[src/rtl/fls_disp.sv]
// Four-digit multiplexed seven-segment driver for a 7-bit value with a double-dabble converter.
// Define FLS_DISP_HEX_EN for a hexadecimal display without the converter FSM.
module fls_disp #(
   parameter int SCAN_DIV = 100000
) (
   input  logic       clk,
   input  logic       rst,
   input  logic [6:0] val,
   output logic [3:0] an,
   output logic [6:0] seg,
   output logic       busy
);

   localparam int CW = (SCAN_DIV > 1) ? $clog2(SCAN_DIV) : 1;

   logic [6:0]    cur_val;
   logic [11:0]   disp;      // {hundreds, tens, ones}
   logic [CW-1:0] scan_cnt;
   logic [1:0]    slot;
   logic          wrap;
   logic [3:0]    nxt_an;
   logic [6:0]    nxt_seg;

   function automatic logic [6:0] glyph(input logic [3:0] d);
      case (d)
         4'h0: glyph = 7'b1000000;
         4'h1: glyph = 7'b1111001;
         4'h2: glyph = 7'b0100100;
         4'h3: glyph = 7'b0110000;
         4'h4: glyph = 7'b0011001;
         4'h5: glyph = 7'b0010010;
         4'h6: glyph = 7'b0000010;
         4'h7: glyph = 7'b1111000;
         4'h8: glyph = 7'b0000000;
         4'h9: glyph = 7'b0010000;
         4'hA: glyph = 7'b0001000;
         4'hB: glyph = 7'b0000011;
         4'hC: glyph = 7'b1000110;
         4'hD: glyph = 7'b0100001;
         4'hE: glyph = 7'b0000110;
         default: glyph = 7'b0001110;
      endcase
   endfunction

`ifdef FLS_DISP_HEX_EN

   assign busy = 1'b0;

   always_ff @(posedge clk or negedge rst) begin
      if (!rst) begin
         cur_val <= '0;
         disp    <= '0;
      end else if (val != cur_val) begin
         cur_val <= val;
         disp    <= {4'd0, 1'b0, val[6:4], val[3:0]};
      end
   end

`else

   typedef enum logic [1:0] {IDLE, SHIFT, DONE} state_t;

   state_t      state, state_nxt;
   logic [18:0] sh;          // {hundreds, tens, ones, binary}
   logic [6:0]  cap;
   logic [2:0]  step;

   // One double-dabble iteration: correct each BCD nibble, then shift left.
   function automatic logic [18:0] dabble_step(input logic [18:0] s);
      logic [18:0] t;
      // NOTE: blocking assignments here because t is a local temporary inside combinational code.
      t = s;
      for (int i = 0; i < 3; i++) begin
         if (t[7+4*i +: 4] >= 4'd5) t[7+4*i +: 4] = t[7+4*i +: 4] + 4'd3;
      end
      return {t[17:0], 1'b0};
   endfunction

   // NOTE: non-blocking assignments for every clocked register so all state updates see pre-edge values.
   always_ff @(posedge clk or negedge rst) begin
      if (!rst) state <= IDLE;
      else      state <= state_nxt;
   end

   // NOTE: state_nxt gets a default before the case so no path infers a latch.
   always_comb begin
      state_nxt = state;
      case (state)
         IDLE:    if (val != cur_val) state_nxt = SHIFT;
         SHIFT:   if (step == 3'd6)   state_nxt = DONE;
         DONE:    state_nxt = IDLE;
         default: state_nxt = IDLE;
      endcase
   end

   always_ff @(posedge clk or negedge rst) begin
      if (!rst) begin
         sh      <= '0;
         cap     <= '0;
         step    <= '0;
         cur_val <= '0;
         disp    <= '0;
      end else begin
         case (state)
            IDLE: if (val != cur_val) begin
               sh   <= {12'd0, val};
               cap  <= val;
               step <= '0;
            end
            SHIFT: begin
               sh   <= dabble_step(sh);
               step <= step + 3'd1;
            end
            DONE: begin
               disp    <= sh[18:7];
               cur_val <= cap;
            end
            default: ;
         endcase
      end
   end

   assign busy = (state != IDLE);

`endif

   assign wrap = (scan_cnt == CW'(SCAN_DIV - 1));

   // Hundreds is zero in hex mode, so the same blanking rules cover both builds.
   always_comb begin
      nxt_an  = 4'b1111;
      nxt_seg = 7'h7F;
      case (slot)
         2'd0: begin
            nxt_an  = 4'b1110;
            nxt_seg = glyph(disp[3:0]);
         end
         2'd1: if (disp[11:8] != 4'd0 || disp[7:4] != 4'd0) begin
            nxt_an  = 4'b1101;
            nxt_seg = glyph(disp[7:4]);
         end
         2'd2: if (disp[11:8] != 4'd0) begin
            nxt_an  = 4'b1011;
            nxt_seg = glyph(disp[11:8]);
         end
         default: ;
      endcase
   end

   // Each wrap presents the slot the index points at, then moves the index on.
   always_ff @(posedge clk or negedge rst) begin
      if (!rst) begin
         scan_cnt <= '0;
         slot     <= '0;
         an       <= 4'b1111;
         seg      <= 7'h7F;
      end else if (wrap) begin
         scan_cnt <= '0;
         slot     <= slot + 2'd1;
         an       <= nxt_an;
         seg      <= nxt_seg;
      end else begin
         scan_cnt <= scan_cnt + CW'(1);
      end
   end

endmodule

[config.mk]
export PLATFORM = sky130hd
export DESIGN_NAME = fls_disp
export DESIGN_NICKNAME = d
export VERILOG_FILES = /design/src/rtl/fls_disp.sv
export SDC_FILE = /design/constraint.sdc
export NUM_CORES = 1
export LEC_CHECK = 0
export BUFFER_PORTS_ARGS = -buffer_cell sky130_fd_sc_hd__buf_2
export CAP_MARGIN = 20
export CORE_MARGIN = 2
export CORE_UTILIZATION = 55
export CTS_BUF_LIST = sky130_fd_sc_hd__clkbuf_4
export DETAILED_ROUTE_END_ITERATION = 10
export PLACE_DENSITY = 0.73
export SKIP_LAST_GASP = 1
export SYNTH_ARGS = -nofsm -noshare
export SYNTH_HDL_FRONTEND = slang
export SYNTH_SLANG_ARGS = --single-unit
[constraint.sdc]
create_clock -name clk -period 3.7 [get_ports clk]
set_input_delay 0.185 -clock clk [delete_from_list [all_inputs] [get_ports clk]]
set_output_delay 0.185 -clock clk [all_outputs]
set_load 0.02 [all_outputs]
# Word-level counts from Yosys, hierarchy flattened
# Memories as Yosys holds them, arrays and structs flattened.
# Index checks and enable logic that the tools add are counted.
# op_classes
n_addsub	6
eq_ne	9
magnitude_cmp	3
n_mux	17
reduce_logical	10
# op_table
op	n
$pmux 19 s2	1
$pmux 7 s3	1
$mux 19	1
$add 17x1->17 const B	1
$eq 17x17->1 const B	1
$mux 17	1
$mux 7	2
$ge 4x3->1 const B	3
$mux 3	3
$pmux 3 s3	1
$add 4x2->4 const B	2
$mux 4	2
$reduce_bool 4->1	2
$ne 7x7->1	1
$mux 2	3
$pmux 3 s2	1
$reduce_and 2->1	3
$eq 2x1->1 const B	2
$eq 2x2->1 const B	2
$logic_not 2->1	2
$ne 2x2->1 const B	2
$pmux 2 s2	1
$reduce_bool 2->1	2
$add 3x1->3 const B	1
4 further kinds	4
# word_totals
word_cells	58
ff_bits	80
input_bits	9
out_inout_bits	12
mem_bits_ro	336
mem_count	3
# mem_list
name	depth	width	rd	rd_clocked_by_memory_dff	wr	line	text
(name not given)	16	7	1	0	0	25	case (d)
(name not given)	16	7	1	0	0	25	
(name not given)	16	7	1	0	0	25	

# Logic depth before layout (Yosys ltp)
# depth
word_depth	4
depth_mapped	8
ltp_nobuf	7

# Worst setup path before layout
# Ideal clock, no wire load.
# synth_path
path_kind	register to register
startpoint	register state[0]
endpoint	register cap[5]
stages_incl_launch_ff	5
synth_period_minus_slack_ns	2.060
arrival_ns	1.935
slack_ns	1.640
t_required_ns	3.575
path_buffers	1
setup_ns	0.125
cell_sequence	dfrtp_1 > or2_2 > a41oi_1 > clkbuf_1 > mux2_2
# synth_between
elab_chain_cells	2
# synth_lines
element	line	text
start, declared	63	state_t state, state_nxt;
start signal, assigned	82	else state <= state_nxt;
$logic_not 2->1	104	case (state)
$reduce_and 2->1 (no line)	n/a	
end signal, assigned	107	cap <= val;
end, declared	65	logic [6:0] cap;
# Every way passes these cells.
# A chain may end at the register's enable or synchronous reset.

# Final worst setup path
# layout_path
startpoint	register scan_cnt[13]
endpoint	register an[1]
# layout_between
elab_chain_cells	1
# layout_lines
element	line	text
start, declared	18	logic [CW-1:0] scan_cnt;
start signal, assigned	163	scan_cnt <= scan_cnt + CW'(1);
$eq 17x17->1	127	assign wrap = (scan_cnt == CW'(SCAN_DIV - 1));
end signal, assigned	160	an <= nxt_an;
end, declared	9	output logic [3:0] an,
# Every way passes these cells.

==> results.md <==
* Hold Crit Endpoint: cap[2]
* TritonCTS clock tree: yes
* Pin count of the biggest net entering global routing at 80
* Worst VDD drop at 426 uV
* Core box area at 8090 um^2
* EDFF count, synth at 0
* Post-synth ARST share at 1.00
* Power share of the combinational group at 0.393
* Internal reg-to-reg setup slack at 1.19 ns
* Clock Latency Late Sink at 0.44 ns
* Power Density at 643 nW/um^2
* Post-CTS Setup Inserts at 0
* Max Clk Rate at 398 MHz
* Slowest CP cell: nor3_4
* P_sw at 1.22 mW
* Sink Count at 79
* Synthesized flop and latch total at 79
* Synth cell types at 55
* Top FF cell, synth: dfrtp_1
* Multi-input gate area at 2330 um^2
* Yosys top cell by area: dfrtp_1
* Final ANT Viol Nets at 0
* Top post-synthesis cells by count: dfrtp_1 (69), nand2_1 (43), nor2_1 (36)
* Vias at 3212
* Synth Instances at 450
* Clk pwr share at 0.167
* Slew Limit Fails at 0
* Initial Utilization at 0.558
* CTS Buf Count at 9
* Sequential element share of the synthesized area at 0.441
* Crit-path max FO at 20
* RSZ-0062 raised after global routing: false
* Yosys warns at 0
* Final Hold Viols at 0
* Mapped cell area at 4510 um^2
* Worst Clk Skew at 0.0221 ns
* Die Span X at 94.6 um
* Reg area at 1990 um^2
* Period utilisation layout at 0.678
* Worst Hold Depth at 2
* Critical Path Max Stage Delay at 0.64 ns
* Cell internal pwr at 1.88 mW
* Hold path start: val[2]
* Worst Setup End Kind: flop
* 1st-iter DRT viols at 120
* Fin crit period at 2.51 ns
* # resized after CTS at 0
* CTS root buffer: clkbuf_4
* Total grt overflow at 0
* Dpl cell area at 4650 um^2
* Hold buffer count at cts at 2
* GRT Total Usage at 0.204
* Max_cap viols at 0
* Longest Clk Path Bufs at 2
* Iteration count of the initial detailed-routing pass at 5
* Worst-path clk slew at 0.12 ns
* Status: completed
* Slew Limit Headroom at 0.298
* Die Y at 94.6 um
* Switching Share at 0.393
* TNS Setup at 0 ns
* Number of remaining DRC errors at 0
* Synth top area share at 0.383
* IO Port Bufs at 19
* Routed WL at 8240 um
* Reg-to-Reg End: an[1]
* WL/cell at 14.4 um
* Synthesis-to-layout area growth at 6.96%
* Design area at 4830 um^2
* RR Startpoint: scan_cnt[13]
* Worst R2R Path Depth at 5
* DPL Wire Length at 5680 um
* Final net count at 504
* Final setup viols at 0
* Ant. Diodes at 0
* Flop pwr share at 0.441
* CP cell instances: or4b_1 > or4b_4 > nor3_4 > nor4b_2 > nor2_1
* Die ar. at 8950 um^2
* Critical path class: flop to flop
* First-pass GRT wire length at 14300 um
* Worst min path class: input pin to flop
* Vias per cell at 5.64
* Syn_area_per_cell at 10.0 um^2
* Worst Setup Start Kind: flop
* Std cell rows at 33
* Initial antenna violation count at 0
* Worst EP required at 4.07 ns
* Filler cells at 718
* Largest cells by area after synthesis: dfrtp_1 (38%), ha_1 (9.7%), dfstp_2 (5.8%), mux2_2 (5.7%), nand2_1 (3.6%)
* Share of layout cells above drive strength 1 at 0.174
* Leak pwr at 2.10 nW
* Vias in the first global route at 3117
* Syn nets at 494
* Top-count cell post-synth: dfrtp_1
* Least-Margin Pin Slew at 1.05 ns
* Gp weighted congestion at 0.838
* IO Count at 21
* Arrival time worst endpoint at 2.88 ns
* H-tree depth at 3
[layout by cell type (no fill, tap or decap), drive strengths merged, types with 4 or more instances in the layout]
cell	synthesis	final
a21oi	17	17
a221oi	4	4
a22oi	9	9
a31oi	8	8
buf	6	22
clkbuf	20	10
dfrtp	69	69
dfstp	10	10
ha	35	35
inv	22	23
mux2	23	23
mux2i	8	8
nand2	43	43
nand2b	8	8
nand3	10	10
nand4	5	5
nor2	36	36
nor2b	5	5
nor3	6	6
nor4b	4	4
o21ai	26	26
o22ai	8	8
o31ai	5	5
xnor2	14	14
xor2	15	15
[critical path, delay by kind of cell (launching register included)]
kind / cells / cell delay [ns]
simple gates: 5 / 2.05
flops: 1 / 0.40
[power groups by stage]
stage / sequential [mW] / combinational, mW / clock [mW]
2_1_floorplan: 1.26 / 1.03 / 0
3_3_place_gp: 1.37 / 1.16 / 0
3_5_place_dp: 1.39 / 1.20 / 0
4_1_cts: 1.37 / 1.21 / 0.532
5_1_grt: 1.42 / 1.39 / 0.567
6_report: 1.37 / 1.22 / 0.518
[per-layer routing]
metal	vias to the layer above	track usage	routed length (um)
met5	-	0	0
met4	0	0.0749	132
met3	14	0.0495	299
met2	53	0.338	3980
met1	1548	0.261	3830
li1	1597	-	-
[flip-flops by register name, indices dropped and copies added, names as in the netlist]
signal,count
slot,2
step,3
cap,7
disp,12
an,3
cur_val,7
seg,7
sh,19
state,2
scan_cnt,17
[through the flow]
| stage | util | setup slack (ns) | hold WS (ns) | instances | power (mW) |
|---|---|---|---|---|---|
| 2_1_floorplan | - | 1.64 | -0.111 | 450 | 2.30 |
| 3_3_place_gp | 0.575 | 1.22 | 0.394 | 550 | 2.53 |
| 3_5_place_dp | 0.575 | 1.18 | 0.403 | 550 | 2.59 |
| 4_1_cts | 0.594 | 1.18 | 0.00446 | 568 | 3.11 |
| 5_1_grt | 0.596 | 1.05 | 0.000124 | 570 | 3.37 |
| 6_report | 0.596 | 1.19 | 0.0249 | 570 | 3.10 |
[final cells by class]
| cell class | instances | area share |
|---|---|---|
| clock inverters | 6 | 0.0124 |
| flip-flops and latches | 79 | 0.412 |
| repair buffers | 25 | 0.0319 |
| clock buffers | 10 | 0.0156 |
| well taps | 105 | 0.0272 |
| multi-input cells | 323 | 0.484 |
| inverters | 22 | 0.0171 |
[cells by family after synthesis]
group	synth area share
other	0.000831
AND/OR/NAND/NOR	0.144
flip-flops	0.441
AO/OA/AOI/OAI	0.132
adder cells (fa/ha/maj)	0.0970
XOR/XNOR	0.0563
buffers and inverters	0.0435
multiplexers	0.0851
[worst max path at each step]
stage	start	endpoint	slack (ns)	depth (start not counted)
floorplan	state[0]	cap[5]	1.64	4
global placement	scan_cnt[12]	an[1]	1.22	5
detailed placement	scan_cnt[13]	an[1]	1.18	5
CTS	scan_cnt[13]	an[1]	1.18	5
global route	scan_cnt[12]	an[1]	1.05	5
finish	scan_cnt[13]	an[1]	1.19	5
No activity file was read; power rests on OpenSTA's default activity.
